<file path="src/rtl/muldiv_pkg.sv">
// Shared definitions for the HI/LO multiply-divide unit: op encodings and FSM states.
package muldiv_pkg;

    localparam logic [2:0] OP_MULT  = 3'b000;
    localparam logic [2:0] OP_MULTU = 3'b001;
    localparam logic [2:0] OP_DIV   = 3'b010;
    localparam logic [2:0] OP_DIVU  = 3'b011;
    localparam logic [2:0] OP_MTHI  = 3'b100;
    localparam logic [2:0] OP_MTLO  = 3'b101;

    typedef enum logic [1:0] {
        IDLE = 2'd0,
        MUL  = 2'd1,
        DIV  = 2'd2
    } state_t;

endpackage

</file>
<file path="src/rtl/hilo_muldiv_div_iter.sv">
// Radix-2 restoring divider core working on unsigned magnitudes.
// One quotient bit per step; quotient/remainder outputs show the value
// after the step taken in the current cycle, so the caller can commit
// the final result on the same edge as the last step.
module div_iter #(
    parameter int W = 32
) (
    input  logic         clk,
    input  logic         start,
    input  logic         step,
    input  logic [W-1:0] dividend,
    input  logic [W-1:0] divisor,
    output logic [W-1:0] quotient,
    output logic [W-1:0] remainder
);

    logic [W-1:0] rem_reg, rem_next;
    logic [W-1:0] quo_reg, quo_next;
    logic [W-1:0] dsr_reg;
    logic [W:0]   trial;

    // Partial remainder shifted left by one dividend bit, minus the divisor.
    assign trial = {rem_reg, quo_reg[W-1]} - {1'b0, dsr_reg};

    // Keep the subtraction when it did not borrow, otherwise restore.
    always_comb begin
        rem_next = {rem_reg[W-2:0], quo_reg[W-1]};
        quo_next = {quo_reg[W-2:0], 1'b0};
        if (!trial[W]) begin
            rem_next = trial[W-1:0];
            quo_next = {quo_reg[W-2:0], 1'b1};
        end
    end

    // Load operands on start, otherwise advance one bit per step.
    always_ff @(posedge clk) begin
        if (start) begin
            rem_reg <= '0;
            quo_reg <= dividend;
            dsr_reg <= divisor;
        end else if (step) begin
            rem_reg <= rem_next;
            quo_reg <= quo_next;
        end
    end

    assign quotient  = quo_next;
    assign remainder = rem_next;

endmodule

</file>
<file path="src/rtl/hilo_muldiv.sv">
// HI/LO multiply-divide unit beside the EX stage.
// Optional feature: define MULDIV_DIV_EARLY_OUT_EN to finish a divide in one
// cycle when the divisor is non-zero and |dividend| < |divisor|.
module hilo_muldiv
    import muldiv_pkg::*;
#(
    parameter int DATA_W     = 32,
    parameter int MUL_STAGES = 2
) (
    input  logic              clk,
    input  logic              resetn,
    input  logic              req_valid,
    output logic              req_ready,
    input  logic [2:0]        op,
    input  logic [DATA_W-1:0] src_a,
    input  logic [DATA_W-1:0] src_b,
    input  logic              cancel,
    output logic              busy,
    output logic              done,
    output logic [DATA_W-1:0] hi,
    output logic [DATA_W-1:0] lo
);

    localparam int CNT_W = $clog2(DATA_W) + 1;

    state_t                state_reg, state_next;
    logic [CNT_W-1:0]      cnt_reg, cnt_next;
    logic [DATA_W-1:0]     hi_reg, hi_next, lo_reg, lo_next;
    logic                  done_reg, done_next;
    logic                  accept, mul_load, div_start, mul_signed, div_signed;
    logic                  a_neg, b_neg, q_neg_reg, r_neg_reg;
    logic [DATA_W-1:0]     a_mag, b_mag, quo, rem;
    logic [DATA_W-1:0]     div_hi_res, div_lo_res;
    logic [CNT_W-1:0]      div_cnt_init;
    logic [2*DATA_W-1:0]   a_ext, b_ext, prod_comb, prod_out;
    logic [2*DATA_W-1:0]   prod_pipe [MUL_STAGES];

    assign busy      = (state_reg != IDLE);
    assign req_ready = !busy && !cancel;
    assign accept    = req_valid && req_ready;
    assign mul_load  = accept && (op == OP_MULT || op == OP_MULTU);
    assign div_start = accept && (op == OP_DIV || op == OP_DIVU);

    // Multiplier: sign-extend to full width so one unsigned multiply serves both forms.
    assign mul_signed = (op == OP_MULT);
    assign a_ext      = {{DATA_W{mul_signed & src_a[DATA_W-1]}}, src_a};
    assign b_ext      = {{DATA_W{mul_signed & src_b[DATA_W-1]}}, src_b};
    assign prod_comb  = a_ext * b_ext;

    // The first stage captures the product of the accepted operands; later stages only delay it.
    genvar gi;
    generate
        for (gi = 0; gi < MUL_STAGES; gi++) begin : g_mul_pipe
            if (gi == 0) begin : g_first
                // Capture the product when a multiply is accepted.
                always_ff @(posedge clk) begin
                    if (mul_load) prod_pipe[0] <= prod_comb;
                end
            end else begin : g_rest
                // Delay stage so the result lands in the terminal cycle.
                always_ff @(posedge clk) begin
                    prod_pipe[gi] <= prod_pipe[gi-1];
                end
            end
        end
    endgenerate
    assign prod_out = prod_pipe[MUL_STAGES-1];

    // Divider operates on magnitudes; signs are restored at commit time.
    assign div_signed = (op == OP_DIV);
    assign a_neg      = div_signed && src_a[DATA_W-1];
    assign b_neg      = div_signed && src_b[DATA_W-1];
    assign a_mag      = a_neg ? -src_a : src_a;
    assign b_mag      = b_neg ? -src_b : src_b;

    div_iter #(.W(DATA_W)) u_div (
        .clk       (clk),
        .start     (div_start),
        .step      (state_reg == DIV),
        .dividend  (a_mag),
        .divisor   (b_mag),
        .quotient  (quo),
        .remainder (rem)
    );

    // Remember result signs for the divide in flight.
    always_ff @(posedge clk) begin
        if (div_start) begin
            q_neg_reg <= a_neg ^ b_neg;
            r_neg_reg <= a_neg;
        end
    end

`ifdef MULDIV_DIV_EARLY_OUT_EN
    logic              early_reg, early_next;
    logic [DATA_W-1:0] early_hi_reg;

    assign early_next   = (b_mag != '0) && (a_mag < b_mag);
    assign div_cnt_init = early_next ? CNT_W'(1) : CNT_W'(DATA_W);

    // Trivial divides skip the iteration: quotient 0, remainder is the dividend itself.
    always_ff @(posedge clk) begin
        if (!resetn) begin
            early_reg <= 1'b0;
        end else if (div_start) begin
            early_reg    <= early_next;
            early_hi_reg <= src_a;
        end
    end

    assign div_hi_res = early_reg ? early_hi_reg : (r_neg_reg ? -rem : rem);
    assign div_lo_res = early_reg ? '0 : (q_neg_reg ? -quo : quo);
`else
    assign div_cnt_init = CNT_W'(DATA_W);
    assign div_hi_res   = r_neg_reg ? -rem : rem;
    assign div_lo_res   = q_neg_reg ? -quo : quo;
`endif

    // Next-state, counter and HI/LO update; cancel beats the terminal write.
    always_comb begin
        state_next = state_reg;
        cnt_next   = cnt_reg;
        hi_next    = hi_reg;
        lo_next    = lo_reg;
        done_next  = 1'b0;
        case (state_reg)
            IDLE: begin
                if (accept) begin
                    case (op)
                        OP_MULT, OP_MULTU: begin
                            state_next = MUL;
                            cnt_next   = CNT_W'(MUL_STAGES);
                        end
                        OP_DIV, OP_DIVU: begin
                            state_next = DIV;
                            cnt_next   = div_cnt_init;
                        end
                        OP_MTHI: hi_next = src_a;
                        OP_MTLO: lo_next = src_a;
                        default: ;
                    endcase
                end
            end
            MUL: begin
                if (cancel) begin
                    state_next = IDLE;
                end else if (cnt_reg == CNT_W'(1)) begin
                    hi_next    = prod_out[2*DATA_W-1:DATA_W];
                    lo_next    = prod_out[DATA_W-1:0];
                    done_next  = 1'b1;
                    state_next = IDLE;
                end else begin
                    cnt_next = cnt_reg - CNT_W'(1);
                end
            end
            DIV: begin
                if (cancel) begin
                    state_next = IDLE;
                end else if (cnt_reg == CNT_W'(1)) begin
                    hi_next    = div_hi_res;
                    lo_next    = div_lo_res;
                    done_next  = 1'b1;
                    state_next = IDLE;
                end else begin
                    cnt_next = cnt_reg - CNT_W'(1);
                end
            end
            default: state_next = IDLE;
        endcase
    end

    // State, counter and architectural register update.
    always_ff @(posedge clk) begin
        if (!resetn) begin
            state_reg <= IDLE;
            cnt_reg   <= '0;
            hi_reg    <= '0;
            lo_reg    <= '0;
            done_reg  <= 1'b0;
        end else begin
            state_reg <= state_next;
            cnt_reg   <= cnt_next;
            hi_reg    <= hi_next;
            lo_reg    <= lo_next;
            done_reg  <= done_next;
        end
    end

    assign hi   = hi_reg;
    assign lo   = lo_reg;
    assign done = done_reg;

endmodule

</file>
<file path="config.mk">
export PLATFORM = sky130hd
export DESIGN_NAME = hilo_muldiv
export DESIGN_NICKNAME = d
export VERILOG_FILES = /design/src/rtl/muldiv_pkg.sv /design/src/rtl/hilo_muldiv_div_iter.sv /design/src/rtl/hilo_muldiv.sv
export SDC_FILE = /design/constraint.sdc
export NUM_CORES = 2
export LEC_CHECK = 0
export ABC_AREA = 1
export BUFFER_PORTS_ARGS = -buffer_cell sky130_fd_sc_hd__buf_2
export CAP_MARGIN = 20
export CORE_ASPECT_RATIO = 0.6
export CORE_UTILIZATION = 35
export CTS_CLUSTER_SIZE = 12
export DETAILED_ROUTE_END_ITERATION = 12
export GPL_TIMING_DRIVEN = 0
export PLACE_DENSITY_LB_ADDON = 0.3
export SLEW_MARGIN = 20
export SYNTH_ARGS = -nofsm -noshare
export SYNTH_HDL_FRONTEND = slang
export SYNTH_HIERARCHICAL = 1
export SYNTH_SLANG_ARGS = --single-unit
</file>
<file path="constraint.sdc">
create_clock -name clk -period 10.3 [get_ports clk]
set_input_delay 1.03 -clock clk [delete_from_list [all_inputs] [get_ports clk]]
set_output_delay 1.03 -clock clk [all_outputs]
set_load 0.005 [all_outputs]
</file>
==> results.md <==
* Status: finished, final reports clean
* Drc violations at 0
* GRT busiest layer: met1
* Area growth from synthesis to layout at 7.57%
* Number of flip-flops under the largest register name at between 100 and 150
* Worst-Margin Slew at about 1.4 ns
* CTS Buffer Depth at 3
* Number of nets in the layout at approximately 9,000
* Seq/Total Area, Yosys at between 10 and 15%
* Cts hold-fix bufs at 0
* Placer Congestion at 1.05
* Crit. End Element: flop
* Crit Path Category: in -> reg
* Synth Register Bits at approximately 300
* Htree depth at 1
* Share of the synthesized area in the top cell type at about 39%
* Port Buffers at 74
* Register-to-Register Setup Slack at about 5.3 ns
* Clock latency on the worst-skew pair at between 0.6 and 0.7 ns
* Ys Warns at 6
* Syn_nets at 8,973
* Final Hold Viols at 0
* Pin count of the biggest net entering global routing at 33
* Max transition margin at under 10%
* Main synth FF type: dfxtp_1
* Total GRT Usage at between 30% and 40%
* Netlist cell types at 49
* GR Util met2 at about 38%
* FILL cells at about 17,000
* Required @ worst endpoint at roughly 11 ns
* Syn_area_per_cell at 7.62 um2
* Die area at about 170,000 um2
* Synthesized area at 57,300 um2
* Setup violators final at 0
* GRT Residual Overflow at 0
* Reg2reg start: u_div/quo_reg[31]
* TritonCTS sink count at roughly 300
* Post-DP HPWL at between 200,000 and 250,000 um
* Multi-input gate area at 41,400 um2
* CTS tree: yes
* Asr flop ratio synth at 0%
* Initial Util at between 30% and 40%
* Vias in the first global route at approximately 50,000
* Initial antenna violation count at 33
* Largest area contributor in the netlist: fa_1
* Highest Clock Rate at between 0.1 and 0.15 GHz
* Cells after synthesis at between 7,000 and 8,000
* Cts bufs inserted at 29
* Register bank with the most flops: prod_pipe
* DR vias/cell at 5.18
* Count leader, synth: nand2_1
* Via count at roughly 51,000
* Synth area leaders: fa_1, nand2_1, inv_1
* EDFF count, synth at 130
* Routed length per instance at roughly 26 um
* Max-cap violations at 0
* Met3 usage at 14.6%
* First-pass GRT wire length at around 370,000 um
* Met1 Resource Use GR at between 40% and 50%
* Clk root buf: clkbuf_16
* Die Span Y at about 320 um
* Place WS at -0.181 ns
* Final clock skew at 0.0439 ns
* Type of origin of the critical path: primary input
* Unrepaired setup endpoints after global routing: false
* Hold path startpoint: prod_pipe[0][33]
* Final wirelength at around 260,000 um
* Storage cell area at between 7000 and 8000 um2
* Max-slew violation count at 0
* Detail Route Antenna Nets at 0
* Share of layout cells above drive strength 1 at approximately 4.4%
* Max FO, Critical Path at 10
* Setup crit start: op[2]
* I/O pin total at ~140
* Synth top cells by count: nand2_1, inv_1, fa_1
* FP Rows at 114
* Postcts setup bufs at 0
* Worst Path Arrival at 10.24 ns
* Core Region at ~160,000 um2
* Worst setup margin at 0.436 ns
* Detailed Routing Iterations Pass 1 at 7
* Die Width at 524 um
* Clock transition at path regs at roughly 0.070 ns
* Hold Path Class: reg -> reg
* First DRT Iteration DRCs at 7,236
* Tmin final at a little under 10 ns
* Final period util at between 90% and 100%
per-stage QoR:
stage | util [%] | setup TNS, ns | cells | hold WS, ns | area (um2)
final | 38.1 | 0 | 9831 | 0.333 | 61700
after global routing | 38.1 | 0 | 9816 | 0.345 | 61600
after CTS | 38.1 | 0 | 9811 | 0.343 | 61600
after detailed placement | 37.5 | -0.617 | 9760 | 0.327 | 60700
after global placement | 37.3 | -6.53 | 9742 | 0.326 | 60400
after floorplan | - | 0 | 7522 | 0.323 | 57300
worst max-delay path: stages:
cell	delay, ns
buf_2	0.14
nor2_1	0.11
nand2_1	0.36
nor2_2	1.02
inv_1	0.37
clkbuf_1	0.49
nor2_1	0.26
fa_1	0.44
inv_1	0.08
fa_1	0.43
fa_1	0.55
fa_1	0.45
fa_1	0.50
inv_1	0.05
fa_1	0.47
inv_1	0.05
fa_1	0.44
fa_1	0.58
inv_1	0.08
ha_1	0.48
nand2_1	0.17
o21ai_0	0.33
a21oi_1	0.10
o21ai_0	0.53
nand3_1	0.37
nand4_1	0.20
nand2_1	0.10
layer usage:
layer  vias up  share of wire (%)
met3       316                 17
li1      22000                  -
met2      3114                 34
met4        16                2.5
met5         -              0.044
met1     25500                 46
layout by cell type (no fill, tap or decap), drive strengths merged, types with 17 or more instances in the layout:
cell type / instances
o21bai: 18
and2: 35
a31oi: 21
nor2: 475
o21ai: 208
nand4: 36
inv: 1881
ha: 254
nand2: 2167
xor2: 101
edfxtp: 130
xnor2: 30
buf: 229
fa: 1126
diode: 17
a21oi: 203
nand3: 205
clkbuf: 286
nor3: 42
dfxtp: 169
final cells by class:
type,instances,area share (%)
multi-input cells,4973,67.1
flip-flops and latches,299,11.8
inverters,1879,11.4
well taps,2146,4.35
plain buffers,371,2.74
clock buffers,49,1.37
repair buffers,95,1.05
diodes,17,0.0690
clock inverters,2,0.0426
kinds of logic (layout without fill, tap and decap cells):
family,after synthesis,count (layout),synth area share [%]
buffers and inverters,2250,2396,15.1
AO/OA/AOI/OAI,475,475,4.41
adder cells (fa/ha/maj),1380,1380,44.9
AND/OR/NAND/NOR,2987,2987,20.9
XOR/XNOR,131,131,2.00
other,0,17,0
flip-flops,299,299,12.7
path summary, 6_finish.rpt:
check	endpoint	cells after the start
worst max-delay path	prod_pipe[0][58]	27
worst min-delay path	prod_pipe[0][97]	0
worst max register to register	hi[18]	27
worst min register to register	prod_pipe[0][97]	0
what timing repair did:
item / 4_1_cts / 5_1_grt
resized for setup: 0 / 3
endpoints found under the setup margin: 0 / 2
endpoints found under the hold margin: 0 / 0
Power is not shown: default switching activity piles up to over one toggle a cycle in this logic, so the estimate is an artifact.
